<file path="src/rtl/frame_stream_loader.sv">
// Frame front end: captures one N*N frame from a valid/ready stream, replays it
// to the controller write port at a fixed pace, then waits out the processing window.
module frame_stream_loader #(
    parameter int N           = 8,
    parameter int DW          = 8,
    parameter int PACE        = 2,
    parameter int WAIT_CYCLES = 320,
    parameter int AW          = $clog2(N*N)
) (
    input  logic          clk,
    input  logic          rst_n,
    input  logic          start,
    input  logic          in_valid,
    output logic          in_ready,
    input  logic [DW-1:0] in_data,
    output logic          wr_en,
    output logic [DW-1:0] data_out,
    output logic [AW-1:0] pix_addr,
    output logic          busy,
    output logic          frame_done,
    output logic [15:0]   frame_count
);
    localparam int PW = (PACE > 1) ? $clog2(PACE) : 1;
    localparam int WW = $clog2(WAIT_CYCLES + 1);
    localparam logic [AW-1:0] LAST_IDX  = AW'(N*N - 1);
    localparam logic [PW-1:0] PACE_LAST = PW'(PACE - 1);
    localparam logic [WW-1:0] WAIT_INIT = WW'(WAIT_CYCLES);

    typedef enum logic [2:0] {
        ST_IDLE,
        ST_FILL,
        ST_STREAM,
        ST_WAIT,
        ST_DONE
    } state_t;

    state_t          state_r;
    state_t          state_s;
    logic [DW-1:0]   frame_buf_r [N*N];
    logic [AW-1:0]   fill_idx_r;
    logic [PW-1:0]   pace_cnt_r;
    logic [WW-1:0]   wait_cnt_r;
    logic [AW-1:0]   pix_addr_r;
    logic [DW-1:0]   data_out_r;
    logic            in_ready_r;
    logic            wr_en_r;
    logic            busy_r;
    logic            frame_done_r;
    logic [15:0]     frame_count_r;
    logic            accept_s;
    logic [AW-1:0]   next_pix_s;

    assign accept_s    = in_valid && in_ready_r && (state_r == ST_FILL);
    assign next_pix_s  = pix_addr_r + AW'(1);

    assign in_ready    = in_ready_r;
    assign wr_en       = wr_en_r;
    assign data_out    = data_out_r;
    assign pix_addr    = pix_addr_r;
    assign busy        = busy_r;
    assign frame_done  = frame_done_r;
    assign frame_count = frame_count_r;

    // State register
    always_ff @(posedge clk or negedge rst_n) begin
        if (!rst_n) begin
            state_r <= ST_IDLE;
        end else begin
            state_r <= state_s;
        end
    end

    // Next-state logic
    always_comb begin
        state_s = state_r;
        case (state_r)
            ST_IDLE: begin
                if (start) state_s = ST_FILL;
                else       state_s = ST_IDLE;
            end
            ST_FILL: begin
                if (accept_s && (fill_idx_r == LAST_IDX)) state_s = ST_STREAM;
                else                                      state_s = ST_FILL;
            end
            ST_STREAM: begin
                if ((pace_cnt_r == PACE_LAST) && (pix_addr_r == LAST_IDX)) state_s = ST_WAIT;
                else                                                       state_s = ST_STREAM;
            end
            ST_WAIT: begin
                if (wait_cnt_r == WW'(1)) state_s = ST_DONE;
                else                      state_s = ST_WAIT;
            end
            ST_DONE: state_s = ST_IDLE;
            default: state_s = ST_IDLE;
        endcase
    end

    // Frame storage; contents deliberately survive reset
    always_ff @(posedge clk) begin
        if (accept_s) begin
            frame_buf_r[fill_idx_r] <= in_data;
        end
    end

    // Counters and registered outputs, all derived from the upcoming state
    always_ff @(posedge clk or negedge rst_n) begin
        if (!rst_n) begin
            in_ready_r    <= 1'b0;
            wr_en_r       <= 1'b0;
            busy_r        <= 1'b0;
            frame_done_r  <= 1'b0;
            frame_count_r <= 16'd0;
            fill_idx_r    <= '0;
            pace_cnt_r    <= '0;
            wait_cnt_r    <= '0;
            pix_addr_r    <= '0;
            data_out_r    <= '0;
        end else begin
            in_ready_r   <= (state_s == ST_FILL);
            wr_en_r      <= (state_s == ST_STREAM);
            busy_r       <= (state_s != ST_IDLE);
            frame_done_r <= (state_s == ST_DONE);

            if (state_r == ST_WAIT && state_s == ST_DONE) begin
                frame_count_r <= frame_count_r + 16'd1;
            end

            if (state_r == ST_IDLE) begin
                fill_idx_r <= '0;
            end else if (accept_s) begin
                fill_idx_r <= fill_idx_r + AW'(1);
            end

            // Pixel 0 is presented in the very first stream cycle
            if (state_r == ST_FILL && state_s == ST_STREAM) begin
                pix_addr_r <= '0;
                data_out_r <= frame_buf_r[0];
                pace_cnt_r <= '0;
            end else if (state_r == ST_STREAM && state_s == ST_STREAM) begin
                if (pace_cnt_r == PACE_LAST) begin
                    pace_cnt_r <= '0;
                    pix_addr_r <= next_pix_s;
                    data_out_r <= frame_buf_r[next_pix_s];
                end else begin
                    pace_cnt_r <= pace_cnt_r + PW'(1);
                end
            end

            if (state_r == ST_STREAM && state_s == ST_WAIT) begin
                wait_cnt_r <= WAIT_INIT;
            end else if (state_r == ST_WAIT) begin
                wait_cnt_r <= wait_cnt_r - WW'(1);
            end
        end
    end

endmodule

</file>
<file path="config.mk">
export PLATFORM = sky130hd
export DESIGN_NAME = frame_stream_loader
export DESIGN_NICKNAME = d
export VERILOG_FILES = /design/src/rtl/frame_stream_loader.sv
export SDC_FILE = /design/constraint.sdc
export NUM_CORES = 1
export LEC_CHECK = 0
export ABC_AREA = 1
export CORE_ASPECT_RATIO = 1.25
export CORE_MARGIN = 2
export CORE_UTILIZATION = 35
export CTS_CLUSTER_SIZE = 12
export DETAILED_ROUTE_END_ITERATION = 16
export GPL_TIMING_DRIVEN = 1
export PLACE_DENSITY = 0.52
export SYNTH_ARGS = -nofsm -noshare
export SYNTH_HDL_FRONTEND = slang
export SYNTH_SLANG_ARGS = --single-unit
</file>
<file path="constraint.sdc">
create_clock -name clk -period 3.2 [get_ports clk]
set_input_delay 0.96 -clock clk [delete_from_list [all_inputs] [get_ports clk]]
set_output_delay 0.96 -clock clk [all_outputs]
set_load 0.03 [all_outputs]
</file>
==> results.toml <==
[die]
start_util_pct = 35.43
dieHeight_um = 295.1
die_x_um = 236.9
rows = 106
core_area_mm2 = 0.06698
dieArea_mm2 = 0.06991
ios = 46

[worst_setup_path]
path_buf_inv = 1
worstSetupPathType = "reg2out"
worstPathArrival_ns = 2.02
endpoint_kind = "primary output"
critPathTopFamily = "buffers and inverters"
startpoint_type = "flip-flop"
slowest_stage = "clkdlybuf4s50_1"
worstReg2RegEnd = "data_out[0]$_DFFE_PN0P_"
crit_required_ns = 2.24
r2r_cells = 11
r2r-start = "pix_addr[0]$_DFFE_PN0P_"
path_max_fanout = 7
rrSetupSlack_ns = 0.47
cp_cell_sequence = "clkdlybuf4s50_1"
slowest_delay_ns = 0.77
cp_num_cells = 1

[sta]
worstMarginPinSlew_ns = 0.7297
max_freq_mhz = 336.1
fin_crit_sh_pct = 92.98
drv_slew = 0
relSlewSlack_pct = 51.35
finalSetupTns_ns = 0
hold_violations = 0
rsz0062_at_grt = "no"
period_needed_ns = 2.975
setup_violations = 0
finClkSkew_ns = 0.03499

[placed_design]
gp_congestion = 0.9088
hpwlAfterDp_mm = 40.98
io_buffer_count = 45

[clocking]
cts.clk_slew.worst_paths_ns = 0.06
cts_tree = "done"
h-tree-depth = 2
cts_max_path_buffers = 3
cts_root_buffer = "clkbuf_16"
cts_inserted_buffers = 58
cts_setup_buffers = 0
clock_sinks = 565
insertion_delay_ns = 0.63
ctsHoldBuffers = 0
cts_resized = 0

[synth]
synth_top_area_share_pct = 64.80
netlist-cell-type-count = 37
syn_avg_cell_area_um2 = 10.94
synth_edf_count = 512
synth.ff_latch_count = 565
yosys.area.top_type = "edfxtp_1"
yosysSeqAreaShare_pct = 70.39
syn_area_mm2 = 0.02373
synthArstFlopShare_pct = 9.381
synth_area_leaders = "edfxtp_1, nand2_1, nand3_1"
synthFlopType = "edfxtp_1"
syn-num-nets = 2186
synth_cells = 2169
yosysWarnings = 0

[detailed_routing]
via_count = 15883
drt-total-wl_mm = 64.75
drtIter0Drc = 1238
vias_per_cell = 4.971
drc_errors = 0
dr.pass1.iters = 5
avgRoutedWirePerCell_um = 20.27
ant_nets = 0

[run_status]
status = "complete, no violations"

[power_and_ir_drop]
vdd_ir_drop_max_mv = 0.4555
finalPower_mw = 14.47
power_density_mw_per_mm2 = 523.2
p_leak_nw = 10.32

[final_layout]
diodes = 0
final_cell_mix = "edfxtp_1, nand2_1, nor2_1, nand3_1, o21ai_0"
area_delta_synth_final_pct = 16.54
final_common_cell = "edfxtp_1"
drive_gt1_share_pct = 9.738
nets = 2307

[global_route]
grt_overflow_total = 0
grt_max_degree = 99
grt_pass1_wl_mm = 98.12
track_usage_pct = 18.70
antenna_found_initial = 0
grt_pass1_vias = 16077

[job]
max_cap_violations = 0

[worst_hold_path]
hp-class = "in2async"
## synth_stat cells (14+ instances only)
library cell  count
buf_2            34
edfxtp_1        512
nand3_1         279
xor2_1           17
nor2_1          366
o211ai_1         16
dfrtp_1          53
nand2_1         458
clkbuf_1         53
o21ai_0         157
buf_1            14
inv_1           135
## where the power goes
group	total [mW]	internal [mW]	switching, mW
Combinational	0.202	0.0332	0.169
Sequential	8.05	8.05	0
Clock	6.22	3.52	2.70
## layer usage
metal / share of wire (%) / up-vias / wire length (um) / track usage (%)
met3: 4.4 / 140 / 2835 / 2.465
met4: 4.1 / 0 / 2637 / 7.857
met1: 41 / 7711 / 26780 / 22.88
met2: 50 / 414 / 32500 / 33.28
li1: - / 7618 / - / -
met5: 0 / - / 0 / 0
## logic make-up (layout without fill, tap and decap cells)
group	Yosys count	after routing	synth area share, %
AOI/OAI and AO/OA	187	187	4.171
xor gates and xnor gates	25	25	0.9861
adders and majority gates	5	5	0.2637
buffers and inverters	252	414	4.371
DFF	565	565	70.39
and+or+nand+nor	1135	1135	19.82
## final cells by class
cell class                      count  area (um2)
Timing Repair Buffer              172        1584
Multi-Input combinational cell   1352        6032
Clock buffer                       80        1595
Tap cell                          864        1081
Fill cell                        6353       39320
Clock inverter                     21       120.1
Inverter                          141       535.5
Sequential cell                   565       16700
## sequential cells by signal, summed over array words and instances, names as in the netlist
name         cells
frame_buf_r    512
frame_count     16
wait_cnt_r       9
data_out         8
fill_idx_r       6
pix_addr         6
state_r          3
busy             1
frame_done       1
in_ready         1
pace_cnt_r       1
wr_en            1
## stage by stage
step	hold WS, ns	worst slack (ns)	cell area [um2]	cells	util (%)
floorplan	0.4743	0.3996	23730	2169	-
global placement	0.4657	0.02757	25940	3094	38.73
detailed placement	0.4707	0.03713	25940	3094	38.73
CTS	0.3584	0.1673	27650	3195	41.29
global route	0.3734	0.1233	27650	3195	41.29
finish	0.3657	0.2246	27650	3195	41.29
## how the worst max path moves through the flow
stage                                        from                      endpoint
after detailed placement                 in_valid  frame_buf_r[14][4]$_DFFE_PP_
after floorplan                          in_valid  frame_buf_r[15][0]$_DFFE_PP_
final                     pix_addr[2]$_DFFE_PN0P_                   pix_addr[2]
after global placement                   in_valid  frame_buf_r[46][4]$_DFFE_PP_
after CTS                 pix_addr[2]$_DFFE_PN0P_                   pix_addr[2]
after global routing      pix_addr[2]$_DFFE_PN0P_                   pix_addr[2]
Power figures use the tool's default switching activity.
